**src/rtl/pixel_dut_pkg.sv**
```systemverilog
// Shared types and constants for the pixel-stream edge engine.
package pixel_dut_pkg;

    localparam int unsigned SIZE_W   = 12;
    localparam int unsigned LINE_MAX = 4096;
    localparam int unsigned AREA_W   = 2 * SIZE_W;

    typedef enum logic [1:0] {
        IDLE,
        RUN,
        DONE
    } t_engine_state;

    typedef logic [SIZE_W-1:0] t_size;
    typedef logic [AREA_W-1:0] t_area;

    // Frame area at full width so the largest frame never truncates.
    function automatic t_area frame_area(input t_size sx, input t_size sy);
        return t_area'(sx) * t_area'(sy);
    endfunction

endpackage

```
**src/rtl/dut_engine.sv**
```systemverilog
// Frame engine: IDLE/RUN/DONE control, x/y/area counters and the edge datapath.
// Optional vertical edge term and line buffer enabled by PIXEL_DUT_VERT_EDGE_EN.
module dut_engine
    import pixel_dut_pkg::*;
(
    input  logic  clk,
    input  logic  rst,
    input  logic  start,
    input  logic  size_zero,
    input  t_size size_x,
    input  t_size size_y,
    input  logic  pixel_in,
    output logic  idle,
    output logic  pixel_out,
    output logic  pixel_valid
);

    t_engine_state state_q, state_d;
    t_size         x_q, x_d;
    t_size         y_q, y_d;
    t_area         cnt_q, cnt_d;
    t_area         last_idx;
    logic          prev_q, prev_d;
    logic          out_q, out_d;
    logic          valid_q, valid_d;
    logic          left;
    logic          edge_bit;

    // Index of the final pixel; only used in RUN, where both sizes are non-zero.
    assign last_idx = frame_area(size_x, size_y) - t_area'(1);

    // Left neighbour is zero at the start of every row.
    assign left = (x_q == '0) ? 1'b0 : prev_q;

`ifdef PIXEL_DUT_VERT_EDGE_EN
    localparam int unsigned LB_AW = $clog2(LINE_MAX);

    logic             line_q [LINE_MAX];
    logic             in_line;
    logic             above;
    logic [LB_AW-1:0] x_idx;

    // Columns beyond the buffer depth see no row above.
    assign in_line  = (32'(x_q) < LINE_MAX);
    assign x_idx    = x_q[LB_AW-1:0];
    assign above    = (y_q != '0 && in_line) ? line_q[x_idx] : 1'b0;
    assign edge_bit = (pixel_in ^ left) | (pixel_in ^ above);

    // Line buffer holds the previous row; contents need no reset since row 0 ignores it.
    always_ff @(posedge clk) begin
        if (state_q == RUN && in_line) begin
            line_q[x_idx] <= pixel_in;
        end
    end
`else
    assign edge_bit = pixel_in ^ left;
`endif

    // State, counters and registered outputs.
    always_ff @(posedge clk or negedge rst) begin
        if (!rst) begin
            state_q <= IDLE;
            x_q     <= '0;
            y_q     <= '0;
            cnt_q   <= '0;
            prev_q  <= 1'b0;
            out_q   <= 1'b0;
            valid_q <= 1'b0;
        end else begin
            state_q <= state_d;
            x_q     <= x_d;
            y_q     <= y_d;
            cnt_q   <= cnt_d;
            prev_q  <= prev_d;
            out_q   <= out_d;
            valid_q <= valid_d;
        end
    end

    // Next-state, counter advance and output selection.
    always_comb begin
        state_d = state_q;
        x_d     = x_q;
        y_d     = y_q;
        cnt_d   = cnt_q;
        prev_d  = prev_q;
        out_d   = 1'b0;
        valid_d = 1'b0;
        unique case (state_q)
            IDLE: begin
                if (start) begin
                    x_d     = '0;
                    y_d     = '0;
                    cnt_d   = '0;
                    prev_d  = 1'b0;
                    state_d = size_zero ? DONE : RUN;
                end
            end
            RUN: begin
                out_d   = edge_bit;
                valid_d = 1'b1;
                prev_d  = pixel_in;
                cnt_d   = cnt_q + t_area'(1);
                if (x_q == size_x - t_size'(1)) begin
                    x_d = '0;
                    y_d = y_q + t_size'(1);
                end else begin
                    x_d = x_q + t_size'(1);
                end
                if (cnt_q == last_idx) begin
                    state_d = DONE;
                end
            end
            DONE: begin
                state_d = IDLE;
            end
            default: begin
                state_d = IDLE;
            end
        endcase
    end

    assign idle        = (state_q == IDLE);
    assign pixel_out   = out_q;
    assign pixel_valid = valid_q;

endmodule

```
**src/rtl/pixel_dut_top.sv**
```systemverilog
// Pixel-stream engine top: latches frame size on an accepted start and wraps dut_engine.
// Build option PIXEL_DUT_VERT_EDGE_EN adds the vertical edge term inside the engine.
module pixel_dut_top
    import pixel_dut_pkg::*;
(
    input  logic              clk,
    input  logic              rst,
    input  logic              start,
    input  logic [SIZE_W-1:0] size_x,
    input  logic [SIZE_W-1:0] size_y,
    input  logic              pixel_in,
    output logic              pixel_out,
    output logic              pixel_valid
);

    logic  idle;
    logic  accept;
    logic  size_zero;
    t_size size_x_q;
    t_size size_y_q;

    assign accept    = idle & start;
    assign size_zero = (size_x == '0) || (size_y == '0);

    // Frame size is captured only when a start is accepted in IDLE.
    always_ff @(posedge clk or negedge rst) begin
        if (!rst) begin
            size_x_q <= '0;
            size_y_q <= '0;
        end else if (accept) begin
            size_x_q <= size_x;
            size_y_q <= size_y;
        end
    end

    dut_engine u_engine (
        .clk         (clk),
        .rst         (rst),
        .start       (start),
        .size_zero   (size_zero),
        .size_x      (size_x_q),
        .size_y      (size_y_q),
        .pixel_in    (pixel_in),
        .idle        (idle),
        .pixel_out   (pixel_out),
        .pixel_valid (pixel_valid)
    );

endmodule

```
**config.mk**
```make
export PLATFORM = sky130hd
export DESIGN_NAME = pixel_dut_top
export DESIGN_NICKNAME = d
export VERILOG_FILES = /design/src/rtl/pixel_dut_pkg.sv /design/src/rtl/dut_engine.sv /design/src/rtl/pixel_dut_top.sv
export SDC_FILE = /design/constraint.sdc
export NUM_CORES = 1
export LEC_CHECK = 0
export CAP_MARGIN = 20
export CORE_AREA = 2 2 127 129
export DETAILED_ROUTE_END_ITERATION = 8
export DIE_AREA = 0 0 129 131
export GPL_TIMING_DRIVEN = 1
export PLACE_DENSITY = 0.77
export SLEW_MARGIN = 20
export SYNTH_ARGS = -nofsm -noshare
export SYNTH_HDL_FRONTEND = slang
export SYNTH_SLANG_ARGS = --single-unit
export TNS_END_PERCENT = 50
```
**constraint.sdc**
```tcl
create_clock -name clk -period 13.18 [get_ports clk]
set_clock_uncertainty 0.2 [all_clocks]
set_input_delay 2.636 -clock clk [delete_from_list [all_inputs] [get_ports clk]]
set_output_delay 2.636 -clock clk [all_outputs]
set_load 0.02 [all_outputs]
```
==> summary.md <==
| Metric | Value |
|---|---|
| Total congestion overflow after global routing | `0` |
| Startpoint-to-endpoint class of the critical path | `register to register` |
| Clock Sink Count | `65` |
| IO Port Bufs | `29` |
| All-Layer GR Usage | `0.293` |
| Drt drc | `0` |
| Number of antenna diodes | `0` |
| Total setup violations reported at the end of the flow | `0` |
| Max-cap violations | `0` |
| Die extent in x | `~130 um` |
| Number of antenna violations at the first check in global routing | `0` |
| Buffers inserted by post-CTS timing repair | `0` |
| Crit path largest cell delay | `820 ps` |
| Skew-Pair Late Insertion Delay | `between 300 and 400 ps` |
| Most common cell after layout, fill and taps aside | `sky130_fd_sc_hd__nand2_1` |
| Via count of the first global-routing pass | `a little under 8k` |
| Antenna violation net count after detailed routing | `0` |
| Area of the mapped netlist | `9140 um^2` |
| Worst path required time | `13,240 ps` |
| Total iterations of the first detailed-routing run | `5` |
| Worst-case clock buffer depth | `2` |
| Startpoint type of the worst setup path | `register` |
| Count of vias placed by the detailed router | `around 7.9k` |
| Final RePlAce weighted congestion | `0.973` |
| HP Class | `register to register` |
| Count of H-tree levels built during CTS | `3` |
| Clock buffer count from CTS | `9` |
| Average wire per cell in the routed design | `approximately 18 um` |
| Crit path buffers/inverters | `1` |
| Final Critical Period | `~6800 ps` |
| Outcome | `completed` |
| Max-slew violation total from the final report | `0` |
| Maximum achievable frequency | `147 MHz` |
| Floorplan Core Area | `about 16,000 um^2` |
| Wire length of the first global-routing pass | `38,700 um` |
| CP max stage cell | `sky130_fd_sc_hd__dfrtp_1` |
| Most frequent cell on the critical path | `sky130_fd_sc_hd__fa_1` |
| Mean Syn Cell Area | `8.24 um^2` |
| Multi-input gate area in the final layout | `~6900 um^2` |
| Flops & latches, synth | `65` |
| P&R area growth vs syn | `7.54%` |
| Synth Instances | `roughly 1.1k` |
| Post-Synthesis Net Count | `around 1.3k` |
| Leading register cell type out of synthesis | `sky130_fd_sc_hd__dfrtp_1` |
| Number of cell rows | `46` |
| Clock tree root buffer cell | `sky130_fd_sc_hd__clkbuf_16` |
| Share of flip-flops with an asynchronous set or reset after synthesis | `1.00` |
| Detailed placer's ending HPWL | `17,900 um` |
| Unrepaired setup endpoints after global routing | `false` |
| Yosys warnings | `0` |
| Max FO, Critical Path | `17` |
| Final hold violation count | `0` |
| Transition at the pin with the smallest max-transition slack | `around 850 ps` |
| Top library cells by usage in the layout, fill and taps aside | `sky130_fd_sc_hd__nand2_1, sky130_fd_sc_hd__inv_1, sky130_fd_sc_hd__fa_1` |
| Cell family with the largest share of critical-path delay | `adder cells` |
| Detailed Route WL | `between 20,000 and 25,000 um` |
| Number of different library cells in the post-synthesis netlist | `between 60 and 70` |
| Tightest slew margin relative to the limit | `0.433` |
| Vias per inst | `around 6` |
| Starting density of the core | `0.586` |
| Nets | `~1.3k` |
| Resized Gates After CTS | `0` |
| Type of element capturing the critical path | `register` |
| Area enclosed by the die boundary | `~17,000 um^2` |
| TritonCTS clock tree | `yes` |
| Proportion of layout cells with a drive suffix above 1 | `0.0372` |
| Share of the cycle needed by the critical path after routing | `0.516` |
| Filler cell count | `1,345` |
| Critical path arrival | `6860 ps` |
| Reg-to-reg setup timing slack | `roughly 6400 ps` |
| Die Height | `between 100 and 150 um` |
| Post-route core utilization | `0.630` |
| Pin count of the biggest net entering global routing | `between 60 and 70` |
| Clock Pin Slew Worst Setup and Hold Paths | `~70 ps` |
| Number of DRC violations after detailed-routing iteration 0 | `between 700 and 800` |
| CP cell instances | `nand2_1 -> fa_1 -> fa_1 -> fa_1 -> fa_1 -> fa_1 -> inv_1 -> ha_1 -> a21oi_2 -> o21bai_1 -> a2111oi_1 -> nor2_1 -> o221a_1 -> or4_1 -> a21o_1 -> o41ai_2` |
| Sequential Area | `about 1600 um^2` |
| Post-synthesis sequential area ratio | `0.178` |
| Number of buffers added to fix hold violations after cts | `0` |
| Aggregate negative setup slack | `0 ps` |
| Post-synth EDFFs | `0` |
| Count of boundary I/O pins | `30` |
cells in the mapped netlist, types with 3 or more instances:
library cell,count,area share
sky130_fd_sc_hd__a211o_1,3,0.0029
sky130_fd_sc_hd__a211oi_1,11,0.0090
sky130_fd_sc_hd__a21boi_0,3,0.0025
sky130_fd_sc_hd__a21o_1,9,0.0074
sky130_fd_sc_hd__a21oi_1,25,0.014
sky130_fd_sc_hd__a22o_1,3,0.0029
sky130_fd_sc_hd__a31o_2,3,0.0029
sky130_fd_sc_hd__a31oi_1,9,0.0062
sky130_fd_sc_hd__and2_1,30,0.021
sky130_fd_sc_hd__and3_1,13,0.0089
sky130_fd_sc_hd__and4_1,3,0.0029
sky130_fd_sc_hd__clkbuf_1,55,0.023
sky130_fd_sc_hd__dfrtp_1,65,0.18
sky130_fd_sc_hd__fa_1,108,0.24
sky130_fd_sc_hd__ha_1,75,0.10
sky130_fd_sc_hd__inv_1,119,0.049
sky130_fd_sc_hd__mux2i_1,7,0.0077
sky130_fd_sc_hd__nand2_1,251,0.10
sky130_fd_sc_hd__nand2b_1,4,0.0027
sky130_fd_sc_hd__nand3_1,39,0.021
sky130_fd_sc_hd__nand4_1,18,0.012
sky130_fd_sc_hd__nor2_1,45,0.018
sky130_fd_sc_hd__nor3_1,17,0.0093
sky130_fd_sc_hd__nor4_1,11,0.0075
sky130_fd_sc_hd__o211ai_1,7,0.0057
sky130_fd_sc_hd__o21ai_0,58,0.032
sky130_fd_sc_hd__o21ai_1,3,0.0016
sky130_fd_sc_hd__o22ai_1,3,0.0021
sky130_fd_sc_hd__o31ai_1,8,0.0066
sky130_fd_sc_hd__o41ai_1,3,0.0029
sky130_fd_sc_hd__or2_2,4,0.0027
sky130_fd_sc_hd__or3_1,7,0.0048
sky130_fd_sc_hd__or4_1,5,0.0041
sky130_fd_sc_hd__xnor2_1,30,0.029
sky130_fd_sc_hd__xor2_1,15,0.014
worst reg2reg max path, cell delays in order (launching register included):
cell                        delay [ps]
sky130_fd_sc_hd__dfrtp_1           820
sky130_fd_sc_hd__nand2_1           180
sky130_fd_sc_hd__fa_1              590
sky130_fd_sc_hd__fa_1              450
sky130_fd_sc_hd__fa_1              520
sky130_fd_sc_hd__fa_1              520
sky130_fd_sc_hd__fa_1              550
sky130_fd_sc_hd__inv_1              40
sky130_fd_sc_hd__ha_1              380
sky130_fd_sc_hd__a21oi_2           350
sky130_fd_sc_hd__o21bai_1          260
sky130_fd_sc_hd__a2111oi_1         560
sky130_fd_sc_hd__nor2_1            100
sky130_fd_sc_hd__o221a_1           240
sky130_fd_sc_hd__or4_1             510
sky130_fd_sc_hd__a21o_1            180
sky130_fd_sc_hd__o41ai_2           260
final cells by class:
cell class                      count  area share
Sequential cell                    65       0.165
Clock buffer                       10      0.0243
Tap cell                          216      0.0275
Timing Repair Buffer               34      0.0328
Inverter                          119      0.0454
Clock inverter                      6     0.00751
Multi-Input combinational cell    867       0.697
state kept, by name, summed over array words and instances, names as in the netlist:
name                  cells
u_engine.cnt_q           24
size_x_q                 12
size_y_q                 12
u_engine.x_q             12
u_engine.state_q          2
u_engine.pixel_out        1
u_engine.pixel_valid      1
u_engine.prev_q           1
kinds of logic after synthesis:
group | count (synthesis) | synth area share
flip-flops | 65 | 0.178
XOR/XNOR | 46 | 0.0461
adder cells (fa/ha/maj) | 183 | 0.339
AND/OR/NAND/NOR | 456 | 0.229
AO/OA/AOI/OAI | 173 | 0.124
buffers and inverters | 177 | 0.0728
multiplexers | 9 | 0.0105
path summary, 6_finish.rpt:
kind / end / from / cells past startpoint
max: u_engine.state_q[1] / size_x_q[3] / 16
max reg2reg: u_engine.state_q[1] / size_x_q[3] / 16
max in group asynchronous: size_y_q[1] / rst / 2
min: u_engine.cnt_q[23] / u_engine.cnt_q[23] / 1
min reg2reg: u_engine.cnt_q[23] / u_engine.cnt_q[23] / 1
min in group asynchronous: u_engine.pixel_valid / rst / 2
metal layers:
layer | up-vias | share of wire | wire, um | GRT usage
li1 | 3666 | - | - | -
met1 | 3912 | 0.43 | 10000 | 0.394
met3 | 58 | 0.055 | 1270 | 0.0411
met2 | 254 | 0.48 | 11200 | 0.482
met5 | - | 0 | 0 | 0
met4 | 0 | 0.033 | 757 | 0.120
per-stage QoR:
stage / setup slack, ps / hold WS [ps] / area, um^2 / cells
6_report: 6380 / 318 / 9830 / 1317
5_1_grt: 6040 / 340 / 9830 / 1317
4_1_cts: 6420 / 327 / 9830 / 1317
3_5_place_dp: 6400 / 317 / 9520 / 1301
3_3_place_gp: 6500 / 309 / 9520 / 1301
2_1_floorplan: 6860 / 271 / 9140 / 1109
Power is left out: the tool's default activity adds up to more than one toggle a clock period on the data nets, which glitch-free logic cannot reach.
